[config.mk]
export PLATFORM = sky130hd
export DESIGN_NAME = cache_loader_flat
export DESIGN_NICKNAME = d
export VERILOG_FILES = /design/src/rtl/cache_loader_if.sv /design/src/rtl/cache_loader.sv /design/src/flat_wrapper.sv
export SDC_FILE = /design/constraint.sdc
export NUM_CORES = 1
export LEC_CHECK = 0
export ABC_AREA = 1
export CORE_MARGIN = 5
export CORE_UTILIZATION = 45
export CTS_BUF_LIST = sky130_fd_sc_hd__clkbuf_8
export CTS_CLUSTER_SIZE = 20
export DETAILED_ROUTE_END_ITERATION = 8
export GPL_TIMING_DRIVEN = 1
export PLACE_DENSITY = 0.8
export SYNTH_ARGS = -nofsm -noshare
export SYNTH_HDL_FRONTEND = slang
export SYNTH_SLANG_ARGS = --single-unit
[constraint.sdc]
create_clock -name clk -period 2.6 [get_ports clk]
set_input_delay 0.52 -clock clk [delete_from_list [all_inputs] [get_ports clk]]
set_output_delay 0.52 -clock clk [all_outputs]
set_load 0.05 [all_outputs]
[src/rtl/cache_loader_if.sv]
// Bundles the loader's byte-stream sink and its memory data-port master.
// The master view belongs to cache_loader; the slave view belongs to
// whatever supplies bytes and owns the memory.
interface cache_loader_if;
  logic        s_valid;
  logic [7:0]  s_data;
  logic        s_ready;
  logic        we;
  logic [31:0] d_addr;
  logic [31:0] di;
  logic [31:0] rdo;

  modport master (
    input  s_valid, s_data, rdo,
    output s_ready, we, d_addr, di
  );

  modport slave (
    output s_valid, s_data, rdo,
    input  s_ready, we, d_addr, di
  );
endinterface

[src/rtl/cache_loader.sv]
// Boot-time memory loader: receives a length-prefixed byte stream, packs
// it into little-endian words, writes them from BASE upward, then reads
// everything back and compares XOR checksums. The CPU is held off the
// memory for the whole load.
module cache_loader #(
  parameter int BASE  = 0,
  parameter int DEPTH = 512
) (
  input  logic               clk,
  input  logic               rst_n,
  input  logic               i_start,
  cache_loader_if.master     bus,
  output logic               o_cpu_hold,
  output logic               o_done,
  output logic               o_err,
  output logic [15:0]        o_words
);

  typedef enum logic [2:0] {
    S_IDLE, S_LEN0, S_LEN1, S_DATA, S_WRITE, S_VERIFY, S_DONE, S_ERR
  } state_t;

  localparam logic [31:0] BASE_ADDR = 32'(BASE);
  localparam logic [31:0] ROOM      = 32'(DEPTH - BASE);

  state_t      r_state;
  state_t      w_next;
  logic [15:0] r_len;
  logic [1:0]  r_lane;
  logic [31:0] r_word;
  logic [31:0] r_csum;
  logic [31:0] r_rsum;
  logic [15:0] r_k;
  logic [15:0] r_words;
  logic        r_we;
  logic [31:0] r_addr;
  logic [31:0] r_di;

  logic        w_s_ready;
  logic        w_xfer;
  logic [15:0] w_len_full;
  logic [16:0] w_words_inc;
  logic [31:0] w_rsum_next;
  logic        w_idle_like;

  assign w_idle_like = (r_state == S_IDLE) || (r_state == S_DONE) || (r_state == S_ERR);
  assign w_s_ready   = (r_state == S_LEN0) || (r_state == S_LEN1) || (r_state == S_DATA);
  assign w_xfer      = bus.s_valid & w_s_ready;
  assign w_len_full  = {bus.s_data, r_len[7:0]};
  assign w_words_inc = {1'b0, r_words} + 17'd1;
  assign w_rsum_next = r_rsum ^ bus.rdo;

  assign bus.s_ready = w_s_ready;
  assign bus.we      = r_we;
  assign bus.d_addr  = r_addr;
  assign bus.di      = r_di;
  assign o_cpu_hold  = !w_idle_like;
  assign o_done      = (r_state == S_DONE);
  assign o_err       = (r_state == S_ERR);
  assign o_words     = r_words;

  // State register.
  always_ff @(posedge clk or negedge rst_n) begin
    if (!rst_n) r_state <= S_IDLE;
    else        r_state <= w_next;
  end

  // Next-state decision: length parsing, per-word write, then readback compare.
  always_comb begin
    w_next = r_state;
    case (r_state)
      S_IDLE, S_DONE, S_ERR: if (i_start) w_next = S_LEN0;
      S_LEN0: if (w_xfer) w_next = S_LEN1;
      S_LEN1: begin
        if (w_xfer) begin
          if (w_len_full == 16'd0)             w_next = S_DONE;
          else if ({16'd0, w_len_full} > ROOM) w_next = S_ERR;
          else                                 w_next = S_DATA;
        end
      end
      S_DATA: if (w_xfer && (r_lane == 2'd3)) w_next = S_WRITE;
      S_WRITE: begin
        if (w_words_inc < {1'b0, r_len}) w_next = S_DATA;
        else                             w_next = S_VERIFY;
      end
      S_VERIFY: begin
        if (r_k == (r_len - 16'd1))
          w_next = (w_rsum_next == r_csum) ? S_DONE : S_ERR;
      end
      default: w_next = S_IDLE;
    endcase
  end

  // Datapath: byte packing, registered memory port, checksums and counters.
  always_ff @(posedge clk or negedge rst_n) begin
    if (!rst_n) begin
      r_len   <= '0;
      r_lane  <= '0;
      r_word  <= '0;
      r_csum  <= '0;
      r_rsum  <= '0;
      r_k     <= '0;
      r_words <= '0;
      r_we    <= 1'b0;
      r_addr  <= '0;
      r_di    <= '0;
    end else begin
      r_we <= (w_next == S_WRITE);
      case (r_state)
        S_IDLE, S_DONE, S_ERR: begin
          if (i_start) begin
            r_words <= '0;
            r_lane  <= '0;
            r_csum  <= '0;
            r_rsum  <= '0;
            r_k     <= '0;
          end
        end
        S_LEN0: if (w_xfer) r_len[7:0] <= bus.s_data;
        S_LEN1: if (w_xfer) r_len[15:8] <= bus.s_data;
        S_DATA: begin
          if (w_xfer) begin
            r_word[{r_lane, 3'b000} +: 8] <= bus.s_data;
            r_lane <= r_lane + 2'd1;
            if (r_lane == 2'd3) begin
              r_addr <= BASE_ADDR + {16'd0, r_words};
              r_di   <= {bus.s_data, r_word[23:0]};
            end
          end
        end
        S_WRITE: begin
          r_csum  <= r_csum ^ r_word;
          r_words <= r_words + 16'd1;
          if (w_next == S_VERIFY) begin
            r_addr <= BASE_ADDR;
            r_k    <= '0;
            r_rsum <= '0;
          end
        end
        S_VERIFY: begin
          r_rsum <= w_rsum_next;
          r_k    <= r_k + 16'd1;
          if (w_next == S_VERIFY)
            r_addr <= BASE_ADDR + {16'd0, r_k} + 32'd1;
        end
        default: ;
      endcase
    end
  end

endmodule

[src/flat_wrapper.sv]
// flat-port wrapper written by rule: the top's interface ports become plain ports
module cache_loader_flat 
#(
  parameter int BASE  = 0,
  parameter int DEPTH = 512
)
  (clk, rst_n, i_start, o_cpu_hold, o_done, o_err, o_words, bus_s_valid, bus_s_data, bus_rdo, bus_s_ready, bus_we, bus_d_addr, bus_di);
  cache_loader_if bus_i ();
  input  logic clk;
  input  logic rst_n;
  input  logic i_start;
  output logic o_cpu_hold;
  output logic o_done;
  output logic o_err;
  output logic [15:0] o_words;
  input wire logic [$bits(bus_i.s_valid)-1:0] bus_s_valid;
  input wire logic [$bits(bus_i.s_data)-1:0] bus_s_data;
  input wire logic [$bits(bus_i.rdo)-1:0] bus_rdo;
  output wire logic [$bits(bus_i.s_ready)-1:0] bus_s_ready;
  output wire logic [$bits(bus_i.we)-1:0] bus_we;
  output wire logic [$bits(bus_i.d_addr)-1:0] bus_d_addr;
  output wire logic [$bits(bus_i.di)-1:0] bus_di;
  assign bus_i.s_valid = bus_s_valid;
  assign bus_i.s_data = bus_s_data;
  assign bus_i.rdo = bus_rdo;
  assign bus_s_ready = bus_i.s_ready;
  assign bus_we = bus_i.we;
  assign bus_d_addr = bus_i.d_addr;
  assign bus_di = bus_i.di;
  cache_loader #(.BASE(BASE), .DEPTH(DEPTH)) u_core (.clk(clk), .rst_n(rst_n), .i_start(i_start), .bus(bus_i), .o_cpu_hold(o_cpu_hold), .o_done(o_done), .o_err(o_err), .o_words(o_words));
endmodule
Word level (Yosys, flattened, before mapping)
Cells that the tools add are included.

storage, ports and cells
  flip-flop bits (word level) = 214
  latch bits = 0
  RAM bits = 0
  ROM bits = 0
  output and inout port bits = 85
  memories kept = 0

operators by class
  add/subtract/negate cells = 7
  $mul = 0
  div/mod/pow operators = 0
  magnitude comparators = 2
  equality and inequality tests = 17
  shifts and indexed selects = 2
  muxes and demuxes = 26
  bitwise logic cells = 3
  reductions and logical operators = 21

operator list
  cell                                                  count
  one-hot mux 32 bit (3 select lines)                   2
  two-way mux 32 bit                                    5
  one-hot mux 32 bit (2 select lines)                   1
  bitwise XOR 32 bit                                    2
  one-hot mux 16 bit (3 select lines)                   1
  adder 16 x 1 -> 17 bit, second input constant         2
  adder 16 x 1 -> 16 bit, second input constant         2
  bitwise mux 32 bit                                    1
  equality test 32 bit                                  1
  two-way mux 16 bit                                    2
  one-hot mux 16 bit (2 select lines)                   1
  variable shift 8 x 7 -> 32 bit, first input constant  1
  variable part select 8 x 7 -> 32 bit                  1
  two-way mux 3 bit                                     8
  equality test 3 bit, second input constant            6
  one-hot mux 3 bit (6 select lines)                    1
  less-than comparator 17 x 16 -> 1 bit                 1
  equality test 16 bit                                  1
  > comparator 16 x 10 -> 1 bit, second input constant  1
  zero test 16 bit                                      1
  subtractor 16 x 1 -> 16 bit, second input constant    1
  AND reduction 3 bit                                   3
  AND reduction 2 bit                                   4
  negator 5 -> 7 bit                                    1
  18 further kinds                                      28

Depth between registers and ports, before layout
Gate-level depths: netlist (run 1).

  word-level depth = 10
  mapped depth = 21

Worst setup path before layout (run 1)
Ideal clock, no wire load.

  path type = reg-to-reg
  from = reg u_core.r_words[1], in the netlist u_core.o_words[1]
  to = reg u_core.r_addr[10], in the netlist u_core.bus.d_addr[10]
  arrival time = 3.168 ns
  data required time = 2.481 ns
  path slack = -0.687 ns
  stages on the path, launching flop included = 22
  clock period less this slack = 3.287 ns
  cell sequence = dfrtp_1 -> ha_1 -> nand2_1 -> nor2_2 -> nand2_2 -> nor2_1 -> inv_1 -> nor4_1 -> nand2_1 -> xor2_1 -> ha_1 -> nand2_1 -> inv_1 -> nand4_1 -> inv_1 -> o211ai_1 -> nand3_1 -> buf_4 -> nand3_4 -> buf_12 -> nand2_2 -> nand2_1

on the way
  longest elaborated chain between the ends = 7
  elaborated cells between the ends (all ways) = 8
  those cells by class = add/sub (1); order compare (1); eq/ne (3); mux (2); reduce/logical (1)

ends and longest elaborated chain
  item                                     line                                      RTL
  start: declaration                       cache_loader.sv:34                        logic [15:0] r_words;
  start signal: assignment                 cache_loader.sv:133                       r_words <= r_words + 16'd1;
  adder 16 x 1 -> 17 bit *                 cache_loader.sv:50                        assign w_words_inc = {1'b0, r_words} + 17'd1;
  less-than comparator 17 x 16 -> 1 bit *  cache_loader.sv:83                        if (w_words_inc < {1'b0, r_len}) w_next = S_DATA;
  two-way mux 3 bit *                      cache_loader.sv:83
  one-hot mux 3 bit (6 select lines) *     cache_loader.sv:71                        case (r_state)
  equality test 3 bit *                    cache_loader.sv:134, cache_loader.sv:143
  != test 2 x 1 -> 1 bit (no source line)  --
  AND reduction 5 bit (no source line) *   --
  end signal: assignment                   cache_loader.sv:126                       r_addr <= BASE_ADDR + {16'd0, r_words};
  end signal: assignment                   cache_loader.sv:144                       r_addr <= BASE_ADDR + {16'd0, r_k} + 32'd1;
  end: declaration                         cache_loader.sv:36                        logic [31:0] r_addr;

Every way passes the cells marked *; elsewhere a longest branch is shown, timed or not.
A chain may end at the register's enable or synchronous reset.

Final worst setup path (run 1)
  from = reg u_core.r_words[1], in the netlist u_core.o_words[1]
  to = reg u_core.r_rsum[8]

on the way
  longest elaborated chain between the ends = 7

ends and longest elaborated chain
  item                                     line                 RTL
  adder 16 x 1 -> 17 bit                   cache_loader.sv:50
  less-than comparator 17 x 16 -> 1 bit    cache_loader.sv:83
  two-way mux 3 bit                        cache_loader.sv:83
  one-hot mux 3 bit (6 select lines)       cache_loader.sv:71
  equality test 3 bit                      cache_loader.sv:134  if (w_next == S_VERIFY) begin
  != test 2 x 1 -> 1 bit (no source line)  --
  AND reduction 3 bit (no source line)     --
  end signal: assignment                   cache_loader.sv:141  r_rsum <= w_rsum_next;
  end: declaration                         cache_loader.sv:32   logic [31:0] r_rsum;

Every way passes these cells.

==> results of run 1 <==
[state kept, by name, indices dropped and copies added (netlist names)]
| name | flops |
|---|---|
| u_core.bus.d_addr | 17 |
| u_core.bus.di | 32 |
| u_core.bus.we | 1 |
| u_core.o_words | 16 |
| u_core.r_csum | 32 |
| u_core.r_k | 16 |
| u_core.r_lane | 2 |
| u_core.r_len | 16 |
| u_core.r_rsum | 32 |
| u_core.r_state | 3 |
| u_core.r_word | 32 |
[per-layer routing]
layer / track usage / share of wire / up-vias
li1: - / - / 4979
met1: 0.3228 / 0.42 / 4939
met2: 0.3802 / 0.47 / 446
met3: 0.03583 / 0.068 / 86
met4: 0.09633 / 0.038 / 0
met5: 0 / 0 / -
[final timing paths]
path,from,end,slack [ns],depth (start not counted)
max,u_core.o_words[1],u_core.r_rsum[8],-0.47,19
min,rst_n,u_core.o_words[13],-0.02,1
max reg2reg,u_core.o_words[1],u_core.r_rsum[8],-0.47,19
min reg2reg,u_core.bus.d_addr[16],u_core.bus.d_addr[16],0.49,2
max in group asynchronous,rst_n,u_core.r_word[10],1.85,2
min in group clk,u_core.bus.d_addr[16],u_core.bus.d_addr[16],0.49,2
[logic make-up (layout without fill, tap and decap cells)]
logic type,count (synthesis),after routing,share of synthesized area
simple gates,730,731,0.2911
buf+inv,233,407,0.08851
flops,199,199,0.4482
compound gates,194,194,0.09201
xor+xnor,67,67,0.05282
fa+ha+maj,24,24,0.02703
other cells,1,15,0.0003375
[power groups by stage]
stage               clock, mW  sequential, mW  combinational (mW)
floorplan                   0            5.22                3.71
global placement            0            4.89                5.98
detailed placement          0            4.92                6.12
CTS                      2.19            4.88                6.70
global route             2.31            5.01                7.49
finish                   2.16            4.91                6.88
[worst max-delay path, stage by stage (launching register included)]
cell and delay [ns]:
sky130_fd_sc_hd__dfrtp_2 0.43, sky130_fd_sc_hd__nand3_1 0.13, sky130_fd_sc_hd__nor2_2 0.13, sky130_fd_sc_hd__inv_1 0.07, sky130_fd_sc_hd__nor2_1 0.13, sky130_fd_sc_hd__inv_1 0.08, sky130_fd_sc_hd__nor3_2 0.15, sky130_fd_sc_hd__inv_1 0.08
sky130_fd_sc_hd__nor3_1 0.18, sky130_fd_sc_hd__xor2_1 0.24, sky130_fd_sc_hd__ha_1 0.30, sky130_fd_sc_hd__nand4_1 0.13, sky130_fd_sc_hd__nor2_1 0.06, sky130_fd_sc_hd__nor2_2 0.14, sky130_fd_sc_hd__nand3_2 0.13, sky130_fd_sc_hd__nand2_4 0.18
sky130_fd_sc_hd__buf_12 0.16, sky130_fd_sc_hd__clkbuf_16 0.15, sky130_fd_sc_hd__nand2_1 0.05, sky130_fd_sc_hd__nand2_1 0.07
[final cells by class]
| class | instances | share of cell area |
|---|---|---|
| clock inverters | 15 | 0.01387 |
| well taps | 324 | 0.02918 |
| repair buffers | 206 | 0.1504 |
| inverters | 169 | 0.04567 |
| multi-input cells | 1031 | 0.3849 |
| flip-flops and latches | 199 | 0.3591 |
| clock buffers | 17 | 0.01684 |
[metrics by stage]
step           instances  area [um2]    util  power [mW]
3_3_place_gp        1905       13000  0.5345       10.87
5_1_grt             1961       13890  0.5712       14.81
6_report            1961       13890  0.5712       13.95
4_1_cts             1956       13800  0.5675       13.77
3_5_place_dp        1905       13000  0.5345       11.04
2_1_floorplan       1462       11220       -       8.934
[placed cells by master (no fill, tap or decap), types with 2 or more instances in the layout]
cell type,instances
sky130_fd_sc_hd__nand3_4,3
sky130_fd_sc_hd__inv_1,160
sky130_fd_sc_hd__inv_6,3
sky130_fd_sc_hd__inv_8,3
sky130_fd_sc_hd__nand2_1,408
sky130_fd_sc_hd__clkdlybuf4s50_1,108
sky130_fd_sc_hd__o21ai_0,119
sky130_fd_sc_hd__clkinv_8,3
sky130_fd_sc_hd__xor2_1,34
sky130_fd_sc_hd__dlygate4sd2_1,3
sky130_fd_sc_hd__o21ai_1,22
sky130_fd_sc_hd__o21bai_1,2
sky130_fd_sc_hd__nor3_2,4
sky130_fd_sc_hd__xnor2_1,32
sky130_fd_sc_hd__or2_2,19
sky130_fd_sc_hd__nor3b_1,3
sky130_fd_sc_hd__buf_12,10
sky130_fd_sc_hd__nor4_1,3
sky130_fd_sc_hd__nor2_2,10
sky130_fd_sc_hd__dfrtp_2,7
sky130_fd_sc_hd__nor3_1,14
sky130_fd_sc_hd__nand3_1,72
sky130_fd_sc_hd__nand2_4,4
sky130_fd_sc_hd__nand3b_1,16
sky130_fd_sc_hd__buf_4,77
sky130_fd_sc_hd__a21oi_1,17
sky130_fd_sc_hd__o22ai_1,26
sky130_fd_sc_hd__nor2_4,3
sky130_fd_sc_hd__bufinv_16,2
sky130_fd_sc_hd__inv_2,10
sky130_fd_sc_hd__nand4_1,47
sky130_fd_sc_hd__nand2_2,27
sky130_fd_sc_hd__dfrtp_1,192
sky130_fd_sc_hd__buf_16,6
sky130_fd_sc_hd__a21oi_2,3
sky130_fd_sc_hd__clkbuf_8,18
sky130_fd_sc_hd__conb_1,15
sky130_fd_sc_hd__ha_1,23
sky130_fd_sc_hd__nor2_1,94
[timing repair]
action                                  CTS  global route
pin swaps                                 5             5
endpoints found under the setup margin   70            67
buffers inserted                         13             4
gates cloned                              7             1
resized for setup                        45            11
==> results.md, run 1 <==
- Required time at the worst-slack endpoint: 3.03 ns
- Pre-antenna DRT Iters: 6
- First DRT Iteration DRCs: 1113
- Area added between synthesis and finish: 25.02%
- Min-delay worst type: in -> async
- Max Fanout on Critical Path: 5
- Wire length of the first global-routing pass: 52.83 mm
- Area of the core: 24320 um2
- Aggregate routed wire length: 33.90 mm
- Count of filler cells inserted in the layout: 2114
- Detailed-placement wirelength estimate: 24.68 mm
- Sw power: 6.477 mW
- Switching portion of total power: 0.4642
- Floorplan row count: 57
- RePlAce Congestion: 0.9229
- Die ar.: 27930 um2
- Diode insertion count for antenna repair: 0
- Clock period minus final worst setup slack: 3.066 ns
- Post-detailed-route DRC marker count: 0
- Final count of hold timing violations: 5
- Leading post-synthesis cells by instance count: 422 x sky130_fd_sc_hd__nand2_1, 199 x sky130_fd_sc_hd__dfrtp_1, 160 x sky130_fd_sc_hd__inv_1
- Peak clock frequency supported by timing: 0.3262 GHz
- Top cells by area in the synthesized netlist: sky130_fd_sc_hd__dfrtp_1 45%, sky130_fd_sc_hd__nand2_1 14%, sky130_fd_sc_hd__o21ai_0 6.1%
- Max-cap violation count: 0
- Combined area of all synthesized cells: 11110 um2
- Category of the worst setup path capture point: flop
- Proportion of synthesized chip area in sequential cells: 0.4482
- Unrepaired setup endpoints after global routing: true
- Most common cell in the synthesized netlist: sky130_fd_sc_hd__nand2_1
- P_leak: 6.785 nW
- Residual antenna-violating net count after detailed routing: 0
- Part of the cycle the worst path needs: 1.179
- # setup viols final: 67
- Total global routing track utilization: 0.2364
- Overflow after GRT: 0
- CTS tree: built
- Worst path setup slack after routing: -0.4659 ns
- Setup TNS: -26.51 ns
- Pin count of the biggest net entering global routing: 65
- Maximum number of buffers from clock root to sink: 2
- Synth async-reset ratio: 1.000
- Fraction of final layout cells sized beyond drive strength 1: 0.1350
- Share of total power in combinational logic: 0.493
- Reg power frac: 0.352
- Clock-pin slew on the worst setup and hold paths: 0.12 ns
- Hold bufs inserted after CTS: 0
- Gate count after technology mapping: 1448
- Slew Limit Fails: 0
- Dominant synthesized flop cell: sky130_fd_sc_hd__dfrtp_1
- Share of the synthesized area in the top cell type: 0.4482
- Number of levels in the clock H-tree: 4
- Flip-flop and latch count after synthesis: 199
- Yosys warnings: 0
- Worst-margin pin slew: 0.5449 ns
- Vias in the first global route: 10010
- Kind of start point of the critical path: flop
- Internal Power: 7.476 mW
- Rel. slew slack: 0.6334
- Clk sinks: 199
- Antenna violations before repair: 0
- Synth area leader: sky130_fd_sc_hd__dfrtp_1
- Worst skew pair latency: 0.50 ns
- Share of total power in the clock network: 0.155
- Routed via count divided by cell count: 5.329
- Height of the die: 167.1 um
- Combined flip-flop and latch cell area: 4989 um2
- Area of the multi-input gates: 5346 um2
- Boundary Pins: 129
- Synth cell types: 41
- Run status: complete, but fails checks
- Root buffer selected by CTS: sky130_fd_sc_hd__clkbuf_8
- CTS buffer count: 17
- Pre-CTS setup slack: -0.4352 ns
- Clock Skews: 0.02059 ns
- Count of input and output buffers: 113
- Vias after detailed routing: 10450
- Violations in the final reports: negative hold slack, negative setup slack
- Routed len/inst: 17.29 um
- Die extent in x: 167.1 um
- Worst EP arrival: 3.50 ns
- Initial core utilization: 0.4569
- Number of nets at the end of the flow: 1692
- Pwr dens: 1004 nW/um2
- IR Drop Worst-Case VDD: 0.6031 mV
- Mean instance size in the synthesized netlist: 7.673 um2
- CP Class: reg -> reg
- Worst-case hold slack: -0.01587 ns
- Number of enable flip-flop cells after synthesis: 0
(Power assumes the default switching activity.)
==> inputs of run 2 (changes only) <==
PLACE_DENSITY = default   (was 0.8)
PLACE_DENSITY_LB_ADDON = 0.08   (was default)
clock period = 3.15 ns   (was 2.6 ns; I/O delays follow)
==> run 2 against run 1 <==
  * The flow now finishes without violations
  * Via count is 5.0% lower
  * Register-to-register slack better by 0.54 ns
  * Setup slack better by 0.54 ns
  * Critical path depth is 1 higher
  * Core utilization is 2.6 points lower
  * Sequential share of layout area is 1.6 points higher
  * Non-clock buffer count is 58 lower
  * Clock-buffer cell count is 2 higher
  * Wire length is 1.9% lower
  * Global-route usage is 0.45 points lower
  * First-iteration DRC count is 22% lower
==> results.md, run 2 (same netlist as run 1, synthesis figures left out) <==
- Run status: complete, no violations
- R2R Path Start: u_core.o_words[0]
- Max Fanout on Critical Path: 8
- Fraction of final layout cells sized beyond drive strength 1: 0.09684
- Delay-heaviest family, CP: simple AND/OR/NAND/NOR gates
- Internal Power: 5.704 mW
- CP Class: reg -> reg
- Detailed-placement wirelength estimate: 24.12 mm
- Number of nets at the end of the flow: 1635
- Rel. slew slack: 0.3709
- Hold bufs inserted after CTS: 0
- Antenna violations before repair: 0
- IR Drop Worst-Case VDD: 0.4410 mV
- Peak clock frequency supported by timing: 0.3250 GHz
- Floorplan row count: 57
- Commonest non-fill, non-tap cell in the layout: sky130_fd_sc_hd__nand2_1
- Number of levels in the clock H-tree: 4
- Total buffers and inverters traversed by the critical path: 4
- Part of the cycle the worst path needs: 0.9768
- Setup TNS: 0 ns
- Pin count of the biggest net entering global routing: 71
- Worst-margin pin slew: 0.9426 ns
- Register-to-register path setup slack: 0.07 ns
- Pre-antenna DRT Iters: 6
- Worst skew pair latency: 0.48 ns
- End of the worst register-to-register path: u_core.r_rsum[22]
- RePlAce Congestion: 0.9084
- Sequence of cells on the critical path: ha_4 -> nand2_2 -> nor2_2 -> nand2_2 -> nor2_4 -> inv_2 -> nor4_4 -> nand2_1 -> xor2_1 -> ha_1 -> nand2_1 -> inv_2 -> nand4_1 -> inv_1 -> o211ai_1 -> nand3_4 -> nand2_8 -> clkbuf_16 -> nand2_1 -> o21ai_0
- Root buffer selected by CTS: sky130_fd_sc_hd__clkbuf_8
- Reg power frac: 0.371
- Die ar.: 27930 um2
- Unrepaired setup endpoints after global routing: true
- Slew Limit Fails: 0
- Die extent in x: 167.1 um
- Vias after detailed routing: 9926
- Kind of start point of the critical path: flop
- Share of total power in combinational logic: 0.474
- Aggregate routed wire length: 33.27 mm
- Dpl cells: 1861
- Min-delay worst type: in -> async
- Routed len/inst: 17.47 um
- Count of filler cells inserted in the layout: 2374
- Area added between synthesis and finish: 19.43%
- Area of the core: 24320 um2
- Diode insertion count for antenna repair: 0
- Clk sinks: 199
- Required time at the worst-slack endpoint: 3.48 ns
- Maximum number of buffers from clock root to sink: 2
- Routed via count divided by cell count: 5.213
- Count of input and output buffers: 113
- Share of total power in the clock network: 0.155
- Final count of hold timing violations: 0
- Most frequent cell on the critical path: sky130_fd_sc_hd__nand2_1
- Category of the worst setup path capture point: flop
- # setup viols final: 0
- Combined flip-flop and latch cell area: 4982 um2
- Switching portion of total power: 0.4768
- Biggest cell delay along the critical path: 0.43 ns
- Initial core utilization: 0.4569
- Clock-pin slew on the worst setup and hold paths: 0.11 ns
- Total global routing track utilization: 0.2319
- Area of the multi-input gates: 5355 um2
- P_leak: 6.405 nW
- Depth of the most critical reg-to-reg path: 20
- Final standard cell count with taps included and fillers excluded: 1904
- Post-detailed-route DRC marker count: 0
- Clock period minus final worst setup slack: 3.077 ns
- Sw power: 5.199 mW
- Overflow after GRT: 0
- Critical-path top delay cell: sky130_fd_sc_hd__dfrtp_2
- Max-cap violation count: 0
- Boundary Pins: 129
- Pwr dens: 821.7 nW/um2
- Wire length of the first global-routing pass: 51.74 mm
- Worst EP arrival: 3.41 ns
- Height of the die: 167.1 um
- First DRT Iteration DRCs: 866
- Clock Skews: 0.01825 ns
- Vias in the first global route: 9256
- Residual antenna-violating net count after detailed routing: 0
- CTS buffer count: 17
- CTS tree: built
- Commonest cells after routing, fill and taps aside: 416 x sky130_fd_sc_hd__nand2_1, 197 x sky130_fd_sc_hd__dfrtp_1, 158 x sky130_fd_sc_hd__inv_1, 125 x sky130_fd_sc_hd__o21ai_0, 111 x sky130_fd_sc_hd__clkdlybuf4s50_1
==> run 2: cell count changes in the layout (fill, tap and decap cells not counted), moves of 3 or more <==
cell                              previous run  this run
sky130_fd_sc_hd__dfrtp_2                     7         2
sky130_fd_sc_hd__o21ai_1                    22        16
sky130_fd_sc_hd__dfrtp_1                   192       197
sky130_fd_sc_hd__nand2_1                   408       416
sky130_fd_sc_hd__nand2_2                    27        20
sky130_fd_sc_hd__buf_4                      77        27
sky130_fd_sc_hd__buf_12                     10         5
sky130_fd_sc_hd__dlygate4sd2_1               3         0
sky130_fd_sc_hd__buf_16                      6         0
sky130_fd_sc_hd__clkdlybuf4s50_1           108       111
sky130_fd_sc_hd__o21ai_0                   119       125
==> run 2: worst max-delay path by stage <==
stage | startpoint | to | slack, ns | cells after the start
floorplan | u_core.o_words[1] | u_core.bus.d_addr[10] | 0.02 | 21
detailed placement | u_core.o_words[0] | u_core.bus.d_addr[5] | -0.03 | 20
global route | u_core.o_words[0] | u_core.bus.d_addr[13] | -0.18 | 18
CTS | u_core.o_words[1] | u_core.r_rsum[18] | 0.008 | 19
finish | u_core.o_words[0] | u_core.r_rsum[22] | 0.07 | 20
global placement | u_core.o_words[0] | u_core.bus.d_addr[4] | 0.05 | 20
==> run 2: per-layer routing <==
layer | GRT usage | vias up | share of wire
li1 | - | 4879 | -
met1 | 0.3674 | 4691 | 0.50
met2 | 0.3290 | 327 | 0.42
met3 | 0.04220 | 29 | 0.068
met4 | 0.05399 | 0 | 0.014
met5 | 0 | - | 0
==> run 2: per-stage QoR <==
| step | worst slack [ns] | hold slack [ns] | power (mW) | utilization | cell area, um2 |
|---|---|---|---|---|---|
| 6_report | 0.07298 | 0.1589 | 10.90 | 0.5456 | 13270 |
| 5_1_grt | -0.1771 | 0.1876 | 11.71 | 0.5456 | 13270 |
| 4_1_cts | 0.007690 | 0.1682 | 10.69 | 0.5348 | 13010 |
| 3_5_place_dp | -0.02586 | 0.4592 | 8.959 | 0.5179 | 12590 |
| 3_3_place_gp | 0.04856 | 0.4591 | 8.899 | 0.5179 | 12590 |
| 2_1_floorplan | 0.02279 | 0.3344 | 7.340 | - | 11170 |
==> run 2: worst register-to-register path: cells and delay by family, from the launching register on <==
| family | cells | cell delay, ns |
|---|---|---|
| AND/OR/NAND/NOR | 11 | 1.25 |
| adder cells (fa/ha/maj) | 2 | 0.46 |
| flip-flops | 1 | 0.43 |
| buffers and inverters | 4 | 0.42 |
| AO/OA/AOI/OAI | 2 | 0.20 |
| XOR/XNOR | 1 | 0.17 |
==> run 2: repair_timing <==
item | CTS | global route
resized for setup | 2 | 44
setup endpoints to repair | 18 | 68
setup buffers | 0 | 6
cloned | 1 | 4
pin swaps | 0 | 13
==> run 2: layout make-up <==
class / count / area share
clock buffers: 19 / 0.01971
clock inverters: 13 / 0.009712
inverters: 169 / 0.04781
multi-input cells: 1032 / 0.4036
flip-flops and latches: 199 / 0.3755
well taps: 324 / 0.03055
repair buffers: 148 / 0.1132
==> run 2: power groups by stage <==
stage	Sequential [mW]	Clock [mW]	Combinational (mW)
6_report	4.04	1.69	5.17
5_1_grt	4.14	1.83	5.73
4_1_cts	4.02	1.72	4.95
3_5_place_dp	4.06	0	4.90
3_3_place_gp	4.07	0	4.83
2_1_floorplan	4.31	0	3.03
